===== src/rtl/fetch_queue.sv =====
// fetch_queue: circular fetch-to-decode instruction buffer that tags entries issued
// behind unresolved branches/JALRs and stalls decode when the shadow depth is exhausted.
module fetch_queue #(
  parameter int DEPTH = 8,
  parameter int MAX_SHADOW = 4
) (
  input  logic                              clk,
  input  logic                              rst_n,
  input  logic                              flush,
  input  logic                              enq_valid,
  output logic                              enq_ready,
  input  logic [31:0]                       enq_instr,
  input  logic [31:0]                       enq_pc,
  output logic                              deq_valid,
  input  logic                              deq_ready,
  output logic [31:0]                       deq_instr,
  output logic [31:0]                       deq_pc,
  output logic                              deq_under_shadow,
  input  logic                              br_resolve,
  output logic [$clog2(DEPTH):0]            count,
  output logic [$clog2(MAX_SHADOW+1)-1:0]   shadow_cnt
);
  localparam int AW = $clog2(DEPTH);
  localparam int PW = AW + 1;
  localparam int SW = $clog2(MAX_SHADOW + 1);
  logic [63:0]   mem_q [DEPTH];
  logic [PW-1:0] head_q, head_d, tail_q, tail_d;
  logic [SW-1:0] shadow_cnt_q, shadow_cnt_d;
  logic [63:0]   head_entry;
  logic          empty, full, is_shadow_op, enq_fire, deq_fire, inc, dec;
  always_comb begin
    head_entry       = mem_q[head_q[AW-1:0]];
    empty            = head_q == tail_q;
    full             = (head_q[AW-1:0] == tail_q[AW-1:0]) && (head_q[AW] != tail_q[AW]);
    is_shadow_op     = (head_entry[38:32] == 7'b1100011) || (head_entry[38:32] == 7'b1100111);
    enq_ready        = !full && !flush;
    deq_valid        = !empty && !flush &&
                       !(is_shadow_op && shadow_cnt_q == SW'(MAX_SHADOW) && !br_resolve);
    enq_fire         = enq_valid && enq_ready;
    deq_fire         = deq_valid && deq_ready;
    inc              = deq_fire && is_shadow_op;
    dec              = br_resolve && shadow_cnt_q != '0;
    head_d           = flush ? '0 : head_q + PW'(deq_fire);
    tail_d           = flush ? '0 : tail_q + PW'(enq_fire);
    shadow_cnt_d     = flush ? '0 : shadow_cnt_q + SW'(inc) - SW'(dec);
    deq_instr        = empty ? '0 : head_entry[63:32];
    deq_pc           = empty ? '0 : head_entry[31:0];
    deq_under_shadow = !empty && shadow_cnt_q != '0;
    count            = tail_q - head_q;
    shadow_cnt       = shadow_cnt_q;
  end
  always_ff @(posedge clk or negedge rst_n)
    if (!rst_n) begin
      head_q       <= '0;
      tail_q       <= '0;
      shadow_cnt_q <= '0;
    end else begin
      head_q       <= head_d;
      tail_q       <= tail_d;
      shadow_cnt_q <= shadow_cnt_d;
    end
  // Storage needs no reset: pointers alone define which entries are live.
  always_ff @(posedge clk)
    if (enq_fire) mem_q[tail_q[AW-1:0]] <= {enq_instr, enq_pc};
endmodule


===== config.mk =====
export PLATFORM = sky130hd
export DESIGN_NAME = fetch_queue
export DESIGN_NICKNAME = d
export VERILOG_FILES = /design/src/rtl/fetch_queue.sv
export SDC_FILE = /design/constraint.sdc
export NUM_CORES = 1
export LEC_CHECK = 0
export ABC_AREA = 1
export ABC_CLOCK_PERIOD_IN_PS = 6300
export BUFFER_PORTS_ARGS = -buffer_cell sky130_fd_sc_hd__buf_4
export CORE_MARGIN = 2
export CORE_UTILIZATION = 58
export CTS_CLUSTER_DIAMETER = 120
export DETAILED_ROUTE_END_ITERATION = 6
export PLACE_DENSITY = 0.77
export SYNTH_ARGS = -nofsm -noshare
export SYNTH_HDL_FRONTEND = slang
export SYNTH_SLANG_ARGS = --single-unit
export TNS_END_PERCENT = 1

===== constraint.sdc =====
create_clock -name clk -period 6.3 [get_ports clk]
set_input_delay 0.63 -clock clk [delete_from_list [all_inputs] [get_ports clk]]
set_output_delay 0.63 -clock clk [all_outputs]
set_load 0.03 [all_outputs]

==> results of run 1 <==
==> registers in the layout (all words and copies together) (netlist names) <==
signal / count
head_q: 4
shadow_cnt: 3
tail_q: 4
mem_q: 512
==> per-layer routing <==
layer  vias to the layer above  part of all wire (%)  routed length, µm
met3                        83                   7.4               3380
met2                       514                    48              21900
met5                         -                 0.028                 13
li1                       6089                     -                  -
met1                      6398                    42              19200
met4                         2                   2.5               1120
==> area by class of cell <==
cell class | count | area, µm²
inverters | 65 | 258
diodes | 1 | 2.50
clock inverters | 30 | 241
well taps | 461 | 577
flip-flops and latches | 523 | 15700
repair buffers | 160 | 1200
clock buffers | 60 | 1350
multi-input cells | 937 | 4460
fillers | 2461 | 11800
==> report_power, final <==
part / internal (µW) / switching, µW / leakage (µW)
combinational: 229 / 488 / 0.00286
sequential: 3870 / 31.1 / 0.00477
clock: 1650 / 1230 / 0.000767
total: 5750 / 1750 / 0.00839
==> cells in the final DEF (no fill, tap or decap), types with 2 or more instances in the layout <==
cell,count
sky130_fd_sc_hd__nand3_1,29
sky130_fd_sc_hd__clkinv_2,8
sky130_fd_sc_hd__inv_1,62
sky130_fd_sc_hd__a31oi_1,2
sky130_fd_sc_hd__edfxtp_1,512
sky130_fd_sc_hd__o22ai_1,116
sky130_fd_sc_hd__xor2_1,4
sky130_fd_sc_hd__a21oi_1,3
sky130_fd_sc_hd__o21ai_1,49
sky130_fd_sc_hd__xnor2_1,4
sky130_fd_sc_hd__ha_1,9
sky130_fd_sc_hd__clkbuf_1,7
sky130_fd_sc_hd__o21ai_0,243
sky130_fd_sc_hd__dfrtp_4,2
sky130_fd_sc_hd__nand2_2,5
sky130_fd_sc_hd__inv_6,2
sky130_fd_sc_hd__buf_4,159
sky130_fd_sc_hd__nor2_1,376
sky130_fd_sc_hd__nor3_1,2
sky130_fd_sc_hd__nor2_4,8
sky130_fd_sc_hd__bufinv_16,3
sky130_fd_sc_hd__fa_1,2
sky130_fd_sc_hd__clkinvlp_4,5
sky130_fd_sc_hd__dfrtp_1,8
sky130_fd_sc_hd__clkinv_1,12
sky130_fd_sc_hd__clkbuf_16,53
sky130_fd_sc_hd__nand2_1,79
==> final timing paths <==
check	end	startpoint	slack, ps
max in group asynchronous	head_q[0]$_DFF_PN0_	rst_n	5680
worst max register to register	shadow_cnt[2]$_DFF_PN0_	head_q[0]$_DFF_PN0_	2240
worst min register to register	head_q[3]$_DFF_PN0_	head_q[3]$_DFF_PN0_	580
min in group asynchronous	tail_q[3]$_DFF_PN0_	rst_n	430
worst max-delay path	deq_pc[6]	head_q[1]$_DFF_PN0_	2070
worst min-delay path	mem_q[1][5]$_DFFE_PP_	enq_pc[5]	300
==> through the flow <==
step           util, %  worst slack [ps]  total power [µW]  hold slack, ps  instance area (µm²)
6_report          66.8              2070              7500             296                23800
5_1_grt           66.8              1870              7760             282                23800
4_1_cts           66.8              2040              7540             274                23800
3_5_place_dp      62.3              2250              4690             477                22100
3_3_place_gp      62.3              2340              4670             470                22100
2_1_floorplan        -               727              4430             334                20900
==> timing repair <==
item,CTS,global route
gates resized for setup,0,0
hold endpoints to repair,11,0
hold buffers,1,0
==> kinds of logic after synthesis <==
group	after synthesis	share of synthesized area, %
AOI/OAI and AO/OA	414	10.6
xor gates and xnor gates	8	0.335
adders and majority gates	11	0.730
buffers and inverters	170	4.13
DFF	523	74.8
and+or+nand+nor	504	9.36
==> worst max-delay path: stages (launching register included) <==
cell and delay [ps]:
sky130_fd_sc_hd__dfrtp_4 680, sky130_fd_sc_hd__clkinv_2 110, sky130_fd_sc_hd__buf_4 570, sky130_fd_sc_hd__buf_4 700, sky130_fd_sc_hd__o21ai_0 210, sky130_fd_sc_hd__o22ai_1 160, sky130_fd_sc_hd__o21ai_1 90, sky130_fd_sc_hd__nor2_1 240
sky130_fd_sc_hd__buf_4 210
==> metrics.log, run 1 <==
INFO  metric yosysTopAreaCell = sky130_fd_sc_hd__edfxtp_1
INFO  metric final_net_count = ~1800
INFO  metric peakVddDrop = approximately 250 µV
INFO  metric cap_viol_max_count = 0
INFO  metric synth.area.top_cells = sky130_fd_sc_hd__edfxtp_1 (74%), sky130_fd_sc_hd__nor2_1 (6.9%), sky130_fd_sc_hd__o21ai_0 (5.8%)
INFO  metric postCtsSetupRepairBufs = 0
INFO  metric htree_num_levels = 2
INFO  metric placementRows = 69
INFO  metric cp_max_fo = between 60 and 70
INFO  metric cts.reportedPaths.clkPinSlew = approximately 60 ps
INFO  metric yosysTopAreaCellShare = roughly 74%
INFO  metric gp_routability_congestion = ~0.74
INFO  metric clock-skew-final = 15.7 ps
INFO  metric number_of_global_route_vias_before_repair = between 10000 and 15000
INFO  metric layout-drive-gt1-share = roughly 14%
INFO  metric finalCritPeriodShare = about two thirds
INFO  metric end_kind = primary output
INFO  metric post_drt_wl_per_cell = roughly 20 µm
INFO  metric number_of_hold_violations_in_the_final_report = 0
INFO  metric synth.most_common_cell = sky130_fd_sc_hd__edfxtp_1
INFO  metric detailedRoute.firstPassIterationCount = 5
INFO  metric synth-edff-count = between 500 and 600
INFO  metric fp.dieArea = approximately 38000 µm²
INFO  metric result_of_the_run = finished clean
INFO  metric grt_setup_unrepaired = no
INFO  metric globalRoute.busiestLayer = met2
INFO  metric clockBufferDepth = 3
INFO  metric worst_hold_stages = 1
INFO  metric timing_max_transition_violations_final = 0
INFO  metric flow.area_growth_from_synthesis = 13.6%
INFO  metric grt_overflow_total = 0
INFO  metric pwr_density_cell = around 320 nW/µm²
INFO  metric grt_util_met2 = about two fifths
INFO  metric max_freq = roughly 0.24 GHz
INFO  metric place.detailed.instances = around 2100
INFO  metric pin_count_of_the_biggest_net_entering_global_routing = 254
INFO  metric via_count = 13100
INFO  metric grt_util_met3 = slightly above 4%
INFO  metric synthArstFlopShare = 2.10%
INFO  metric timing.slew.headroom = between 20% and 30%
INFO  metric final-instance-count-excl-fill = ~2200
INFO  metric critPathArrivalTime = 3600 ps
INFO  metric avgSynthCellArea = 12.8 µm²
INFO  metric worst_pin_slew = ~1100 ps
INFO  metric synth_common_cells = sky130_fd_sc_hd__edfxtp_1 (512), sky130_fd_sc_hd__nor2_1 (384), sky130_fd_sc_hd__o21ai_0 (243), sky130_fd_sc_hd__o22ai_1 (116), sky130_fd_sc_hd__nand2_1 (79)
INFO  metric port_bufs = approximately 140
INFO  metric detailed_place_hpwl = ~23 mm
INFO  metric cts_buffers = 52
INFO  metric dominantRegCellSynth = sky130_fd_sc_hd__edfxtp_1
INFO  metric setup-violations-final = 0
INFO  metric dr.first_iter.drc_count = approximately 1400
INFO  metric cell_area_synth = approximately 21000 µm²
INFO  metric required = around 5700 ps
INFO  metric synth.ff_latch_count = between 500 and 600
INFO  metric min_path_type = primary input to flip-flop
INFO  metric floorplan.core_area = about 36000 µm²
INFO  metric unique_cell_type_count_in_the_yosys_netlist = 32
INFO  metric crit_type = flip-flop to primary output
INFO  metric global_route.usage.met1 = 34.2%
INFO  metric global_route.usage.total = about a quarter
INFO  metric worst-r2r-cell-count = 15
INFO  metric cts_root_buffer = sky130_fd_sc_hd__clkbuf_16
INFO  metric num_io_pins = about 140
INFO  metric die_height = between 150 and 200 µm
INFO  metric avgViaCountPerCell = 5.85
INFO  metric postRouteAntennaNets = 0
INFO  metric start_util = between 50% and 60%
INFO  metric antenna_found_initial = 2
INFO  metric worstSetupStartpointType = flip-flop
INFO  metric tritoncts = yes
INFO  metric detail_route.wirelength = between 40 and 50 mm
INFO  metric die_x = 194 µm
INFO  metric clkLatencyLatePin = between 500 and 600 ps
INFO  metric tritoncts_num_sinks = approximately 520
INFO  metric post_synth_inst_count = between 1500 and 2000
INFO  metric power_leakage = 0.00839 µW
INFO  metric synth_nets = approximately 1700
INFO  metric finalSetupTns = 0 ps
INFO  metric dr_drc_count = 0
INFO  metric grt_pass1_wl = roughly 71 mm
INFO  metric synth_sequential_area_ratio = approximately three quarters
INFO  metric period_minus_slack = 4230 ps
INFO  metric ys.warnings.count = 0
Note: power is estimated with default switching activity, not from simulation.
==> inputs of run 2 (changes only) <==
--- a/config.mk
+++ b/config.mk
@@ -6,13 +6,13 @@
 export NUM_CORES = 1
 export LEC_CHECK = 0
 export ABC_AREA = 1
-export ABC_CLOCK_PERIOD_IN_PS = 6300
+export ABC_CLOCK_PERIOD_IN_PS = 3700
 export BUFFER_PORTS_ARGS = -buffer_cell sky130_fd_sc_hd__buf_4
 export CORE_MARGIN = 2
-export CORE_UTILIZATION = 58
+export CORE_UTILIZATION = 54
 export CTS_CLUSTER_DIAMETER = 120
 export DETAILED_ROUTE_END_ITERATION = 6
-export PLACE_DENSITY = 0.77
+export PLACE_DENSITY = 0.75
 export SYNTH_ARGS = -nofsm -noshare
 export SYNTH_HDL_FRONTEND = slang
 export SYNTH_SLANG_ARGS = --single-unit
==> constraint.sdc (replaced) <==
create_clock -name clk -period 3.7 [get_ports clk]
set_input_delay 0.37 -clock clk [delete_from_list [all_inputs] [get_ports clk]]
set_output_delay 0.37 -clock clk [all_outputs]
set_load 0.03 [all_outputs]
==> metrics.log, run 2 (synthesis results as in run 1) <==
INFO  metric result_of_the_run = finished clean
INFO  metric start_util = 54.4% (-4.4 points)
INFO  metric via_count = 13100 (+0.084%)
INFO  metric tritoncts_num_sinks = 523 (unchanged)
INFO  metric detailed_place_hpwl = 23.1 mm (+2.2%)
INFO  metric cts_buffers = 51 (-1.9%)
INFO  metric mostFrequentLayoutCells = sky130_fd_sc_hd__edfxtp_1 (512), sky130_fd_sc_hd__nor2_1 (376), sky130_fd_sc_hd__o21ai_0 (243)
INFO  metric cp_max_fo = 58 (-11%)
INFO  metric finalHoldWorstSlack = 35.3 ps (-261 ps)
INFO  metric placementRows = 72 (+4.3%)
INFO  metric crit_type = flip-flop to primary output
INFO  metric timing.slew.headroom = 45.3% (+18 points)
INFO  metric worstSetupStartpointType = flip-flop
INFO  metric floorplan.core_area = 38500 µm² (+8.1%)
INFO  metric cts_root_buffer = sky130_fd_sc_hd__clkbuf_16
INFO  metric dr_drc_count = 0 (unchanged)
INFO  metric detailedRoute.firstPassIterationCount = 5 (unchanged)
INFO  metric pwr_density_cell = 540 nW/µm² (+71%)
INFO  metric number_of_global_route_vias_before_repair = 12600 (-2.7%)
INFO  metric fp.dieArea = 40300 µm² (+7.3%)
INFO  metric power_leakage = 0.00853 µW (+1.6%)
INFO  metric setup-violations-final = 0 (unchanged)
INFO  metric antenna_found_initial = 1 (-1)
INFO  metric post_drt_wl_per_cell = 19.9 µm (-2.4%)
INFO  metric peakVddDrop = 339 µV (+37%)
INFO  metric regArea = 15700 µm² (unchanged)
INFO  metric gp_routability_congestion = 0.774 (+4.5%)
INFO  metric min_path_type = primary input to flip-flop
INFO  metric layout-drive-gt1-share = 14.6% (+0.50 points)
INFO  metric leading_cell_type_in_the_layout_fill_and_taps_excluded = sky130_fd_sc_hd__edfxtp_1
INFO  metric grt_pass1_wl = 71.0 mm (-0.41%)
INFO  metric period_minus_slack = about 3600 ps
INFO  metric finalSetupTns = 0 ps (unchanged)
INFO  metric die_height = 201 µm (+3.6%)
INFO  metric post-route-util = 62.6% (-4.1 points)
INFO  metric clkLatencyLatePin = 570 ps (about the same)
INFO  metric clockBufferDepth = 3 (unchanged)
INFO  metric max_freq = 0.280 GHz
INFO  metric flow.area_growth_from_synthesis = 15.2%
INFO  metric area_of_the_multi_input_gates = 4470 µm² (+0.20%)
INFO  metric htree_num_levels = 2 (unchanged)
INFO  metric dr.first_iter.drc_count = 1382 (+0.44%)
INFO  metric nFillCells = 2832 (+15%)
INFO  metric report.power.total = 13000 µW (+73%)
INFO  metric finalCritPeriodShare = a little over nine tenths
INFO  metric pin_count_of_the_biggest_net_entering_global_routing = 143 (-44%)
INFO  metric postCtsSetupRepairBufs = 0 (unchanged)
INFO  metric clock-skew-final = 16.5 ps (+0.796 ps)
INFO  metric avgViaCountPerCell = 5.67 (-3.0%)
INFO  metric cap_viol_max_count = 0 (unchanged)
INFO  metric critPathArrivalTime = 3200 ps (-400 ps)
INFO  metric die_x = 201 µm (+3.6%)
INFO  metric grt_setup_unrepaired = no
INFO  metric detail_route.wirelength = 46.0 mm (+0.71%)
INFO  metric tritoncts = yes
INFO  metric grt_overflow_total = 0 (unchanged)
INFO  metric final_net_count = 1832 (+0.66%)
INFO  metric worst_pin_slew = 821 ps (-270 ps)
INFO  metric cts.reportedPaths.clkPinSlew = 60 ps (about the same)
INFO  metric number_of_hold_violations_in_the_final_report = 0 (unchanged)
INFO  metric num_io_pins = 144 (unchanged)
INFO  metric largest_register_ffs = 512 (unchanged)
INFO  metric end_kind = primary output
INFO  metric postRouteAntennaNets = 0 (unchanged)
INFO  metric global_route.usage.total = 22.7% (-1.4 points)
INFO  metric port_bufs = 143 (unchanged)
INFO  metric required = 3330 ps (-2340 ps)
INFO  metric timing_max_transition_violations_final = 0 (unchanged)
[run 2: repair_timing]
item,in CTS,in global routing
resized for setup,0,1
hold buffers,1,0
setup endpoints to repair,0,1
endpoints found under the hold margin,11,0
[run 2: per-stage QoR]
step	setup WS, ps	std cells	instance area, µm²
after detailed placement	515	2215	22400
after global placement	535	2215	22400
after global routing	0.950	2308	24100
final	127	2308	24100
after CTS	75.9	2307	24100
after floorplan	2.74	1630	21000
[run 2: critical path, stage by stage (launching register included)]
cell                       delay (ps)
sky130_fd_sc_hd__dfrtp_4          560
sky130_fd_sc_hd__clkinv_2         130
sky130_fd_sc_hd__ha_1             310
sky130_fd_sc_hd__inv_1             90
sky130_fd_sc_hd__nor3_1            90
sky130_fd_sc_hd__nand2_2           90
sky130_fd_sc_hd__buf_4            640
sky130_fd_sc_hd__o21ai_1          210
sky130_fd_sc_hd__nor2_1           280
sky130_fd_sc_hd__buf_4            220
[run 2: report_power, final]
group,leakage [µW],internal (µW),switching (µW)
Clock,0.000810,3090,2050
Sequential,0.00477,6590,36.6
Combinational,0.00295,399,845
[run 2: layer usage]
metal,wire length [µm],part of all wire [%],vias up,GRT usage (%)
li1,-,-,6117,-
met1,19500,42,6341,32.5
met2,21600,47,547,35.6
met3,3700,8.0,92,4.09
met4,1160,2.5,0,8.07
met5,0,0,-,0
[run 2: final timing paths]
path,startpoint,end,slack [ps],depth (start not counted)
worst max-delay path,head_q[1]$_DFF_PN0_,deq_pc[5],130,9
max in group asynchronous,rst_n,head_q[1]$_DFF_PN0_,3340,2
worst max register to register,head_q[1]$_DFF_PN0_,shadow_cnt[2]$_DFF_PN0_,500,16
worst min register to register,head_q[3]$_DFF_PN0_,head_q[3]$_DFF_PN0_,570,2
min in group asynchronous,rst_n,head_q[3]$_DFF_PN0_,180,2
worst min-delay path,enq_instr[17],mem_q[6][49]$_DFFE_PP_,40,1
[run 2: final cells by class]
type	instances	share of cell area [%]
inverter	65	1.07
timing repair buffer	173	5.78
sequential	523	65.0
clock inverter	25	1.20
antenna	1	0.0104
multi-input combinational	937	18.6
tap	518	2.69
clock buffer	66	5.71
==> inputs of run 3 (changes only) <==
--- a/config.mk
+++ b/config.mk
@@ -6,13 +6,13 @@
 export NUM_CORES = 1
 export LEC_CHECK = 0
 export ABC_AREA = 1
-export ABC_CLOCK_PERIOD_IN_PS = 3700
+export ABC_CLOCK_PERIOD_IN_PS = 3100
 export BUFFER_PORTS_ARGS = -buffer_cell sky130_fd_sc_hd__buf_4
 export CORE_MARGIN = 2
 export CORE_UTILIZATION = 54
 export CTS_CLUSTER_DIAMETER = 120
 export DETAILED_ROUTE_END_ITERATION = 6
-export PLACE_DENSITY = 0.75
+export PLACE_DENSITY = 0.84
 export SYNTH_ARGS = -nofsm -noshare
 export SYNTH_HDL_FRONTEND = slang
 export SYNTH_SLANG_ARGS = --single-unit
==> constraint.sdc (replaced) <==
create_clock -name clk -period 3.1 [get_ports clk]
set_input_delay 0.31 -clock clk [delete_from_list [all_inputs] [get_ports clk]]
set_output_delay 0.31 -clock clk [all_outputs]
set_load 0.03 [all_outputs]
==> metrics.log, run 3 (synthesis results as in run 1) <==
INFO  metric critPathArrivalTime = 2680 ps (-520 ps)
INFO  metric crit_start = head_q[0]$_DFF_PN0_
INFO  metric fp.dieArea = 40300 µm² (unchanged)
INFO  metric pin_count_of_the_biggest_net_entering_global_routing = 114 (-20%)
INFO  metric gp_routability_congestion = 0.799 (+3.3%)
INFO  metric clockBufferDepth = 3 (unchanged)
INFO  metric switching_part_of_the_total_power = 23.3% (+0.78 points)
INFO  metric crit_type = flip-flop to primary output
INFO  metric largest_register_ffs = 512 (unchanged)
INFO  metric power_leakage = 0.00890 µW (+4.3%)
INFO  metric grt_overflow_total = 0 (unchanged)
INFO  metric cp-endpoint = deq_instr[27]
INFO  metric cts.reportedPaths.clkPinSlew = 60 ps (about the same)
INFO  metric timing.slew.headroom = 55.8% (+11 points)
INFO  metric port_bufs = 143 (unchanged)
INFO  metric flow.area_growth_from_synthesis = 19.6%
INFO  metric antenna_found_initial = 0 (-1)
INFO  metric grt_setup_unrepaired = yes
INFO  metric tritoncts = yes
INFO  metric die_height = 201 µm (unchanged)
INFO  metric setup-violations-final = 0 (unchanged)
INFO  metric placementRows = 72 (unchanged)
INFO  metric pwr_density_cell = 619 nW/µm² (+15%)
INFO  metric max_freq = around 0.33 GHz
INFO  metric post_route_cell_area = 25000 µm² (+3.8%)
INFO  metric postRouteAntennaNets = 0 (unchanged)
INFO  metric clkLatencyLatePin = 580 ps (about the same)
INFO  metric worstSetupStartpointType = flip-flop
INFO  metric sequentialPowerShare = 51.1% (+0.2 points)
INFO  metric htree_num_levels = 2 (unchanged)
INFO  metric global_route.usage.total = 24.1% (+1.4 points)
INFO  metric via_count = 13900 (+6.2%)
INFO  metric dr.first_iter.drc_count = 1677 (+21%)
INFO  metric cap_viol_max_count = 0 (unchanged)
INFO  metric total_cell_area_at_the_placement_stage = 22600 µm² (+0.97%)
INFO  metric setup.reg_to_reg.worst_slack = 270 ps (-230 ps)
INFO  metric period_minus_slack = around 3000 ps
INFO  metric dr_drc_count = 0 (unchanged)
INFO  metric post_drt_wl_per_cell = 20.6 µm (+3.6%)
INFO  metric leading_cell_type_in_the_layout_fill_and_taps_excluded = sky130_fd_sc_hd__edfxtp_1
INFO  metric result_of_the_run = finished clean
INFO  metric required = 2790 ps (-540 ps)
INFO  metric timing.rr.end = shadow_cnt[2]$_DFF_PN0_
INFO  metric clkPwrFrac = 38.2% (-1.3 points)
INFO  metric p_sw = 3610 µW (+23%)
INFO  metric detail_route.wirelength = 49.3 mm (+7.2%)
INFO  metric detailedRoute.firstPassIterationCount = 5 (unchanged)
INFO  metric clock-skew-final = 21.0 ps (+4.53 ps)
INFO  metric timing_max_transition_violations_final = 0 (unchanged)
INFO  metric cp_max_fo = 104 (+79%)
INFO  metric internal_power = 11900 µW (+18%)
INFO  metric die_x = 201 µm (unchanged)
INFO  metric peakVddDrop = 448 µV (+32%)
INFO  metric grt_pass1_wl = 75.7 mm (+6.6%)
INFO  metric min_path_type = primary input to flip-flop
INFO  metric finalSetupTns = 0 ps (unchanged)
INFO  metric cts_buffers = 50 (-2.0%)
INFO  metric worst_pin_slew = 663 ps (-158 ps)
INFO  metric layout-drive-gt1-share = 15.5% (+0.93 points)
INFO  metric worst-r2r-cell-count = 14 (-2)
INFO  metric detailed_place_hpwl = 25.0 mm (+8.2%)
INFO  metric mostFrequentLayoutCells = sky130_fd_sc_hd__edfxtp_1 (512), sky130_fd_sc_hd__nor2_1 (375), sky130_fd_sc_hd__o21ai_0 (243)
INFO  metric start_util = 54.4% (unchanged)
INFO  metric final_net_count = 1912 (+4.4%)
INFO  metric number_of_hold_violations_in_the_final_report = 0 (unchanged)
INFO  metric number_of_global_route_vias_before_repair = 13700 (+8.7%)
INFO  metric regToRegStartpoint = head_q[0]$_DFF_PN0_
INFO  metric tritoncts_num_sinks = 523 (unchanged)
INFO  metric p_comb_share = 10.7% (+1.1 points)
INFO  metric avgViaCountPerCell = 5.82 (+2.6%)
INFO  metric finalCritPeriodShare = between 90% and 100%
INFO  metric cts_root_buffer = sky130_fd_sc_hd__clkbuf_16
INFO  metric floorplan.core_area = 38500 µm² (unchanged)
INFO  metric end_kind = primary output
INFO  metric num_io_pins = 144 (unchanged)
run 3: changes by cell type in the layout (fill, tap and decap cells not counted), moves of 4 or more:
cell / before / now
sky130_fd_sc_hd__buf_12: 7 / 12
sky130_fd_sc_hd__clkinv_2: 6 / 11
sky130_fd_sc_hd__buf_4: 164 / 168
sky130_fd_sc_hd__dlygate4sd3_1: 1 / 65
sky130_fd_sc_hd__clkinv_1: 12 / 8
run 3: critical path, stage by stage (launching register included):
cell and delay (ps):
sky130_fd_sc_hd__dfrtp_4 620, sky130_fd_sc_hd__inv_12 190, sky130_fd_sc_hd__buf_16 300, sky130_fd_sc_hd__o21ai_0 140
sky130_fd_sc_hd__o22ai_1 180, sky130_fd_sc_hd__o21ai_0 150, sky130_fd_sc_hd__nor2_1 210, sky130_fd_sc_hd__buf_4 200
run 3: metrics by stage:
step                util [%]  power [µW]  worst slack, ps  instances  hold WS [ps]
finish                  65.0       15500              108       2388          32.9
global route            65.0       16000            -7.00       2387          25.0
CTS                     64.9       15500             16.5       2383          9.16
detailed placement      58.8        9570              182       2227           155
floorplan                  -        9010            -93.3       1630          14.4
global placement        58.8        9520              182       2227           152
run 3: layer usage:
layer	track usage [%]	vias up	routed length [µm]	share of wire (%)
li1	-	6287	-	-
met1	33.7	6708	19500	40
met2	38.2	807	23600	48
met3	4.38	104	4770	9.7
met4	9.44	0	1410	2.9
met5	0	-	0	0
run 3: final cells by class:
cell class	count	area (µm²)
tap	518	648
inverter	65	267
clock inverter	26	228
multi-input combinational	937	4540
antenna	1	2.50
sequential	523	15700
timing repair buffer	254	2310
clock buffer	64	1370
fill	2563	13400
run 3: how the worst min path moves through the flow:
stage	to	from	cells past startpoint
after floorplan	head_q[0]$_DFF_PN0_	rst_n	0
after global placement	shadow_cnt[1]$_DFF_PN0_	rst_n	1
after detailed placement	shadow_cnt[1]$_DFF_PN0_	rst_n	1
after CTS	tail_q[0]$_DFF_PN0_	flush	2
after global routing	head_q[2]$_DFF_PN0_	flush	2
final	tail_q[0]$_DFF_PN0_	flush	2
run 3: what timing repair did:
action                     CTS  global route
pin swaps                    0             1
hold endpoints to repair   523             0
hold buffers                65             0
setup endpoints to repair   43            52
cloned                       1             0
gates resized for setup     12             9
setup buffers                0             4
run 3: power groups by stage:
stage / Sequential (µW) / Clock (µW) / Combinational (µW)
after floorplan: 8080 / 0 / 927
after global placement: 8060 / 0 / 1460
after detailed placement: 8060 / 0 / 1510
after CTS: 7910 / 5970 / 1630
after global routing: 7920 / 6260 / 1790
final: 7910 / 5920 / 1650
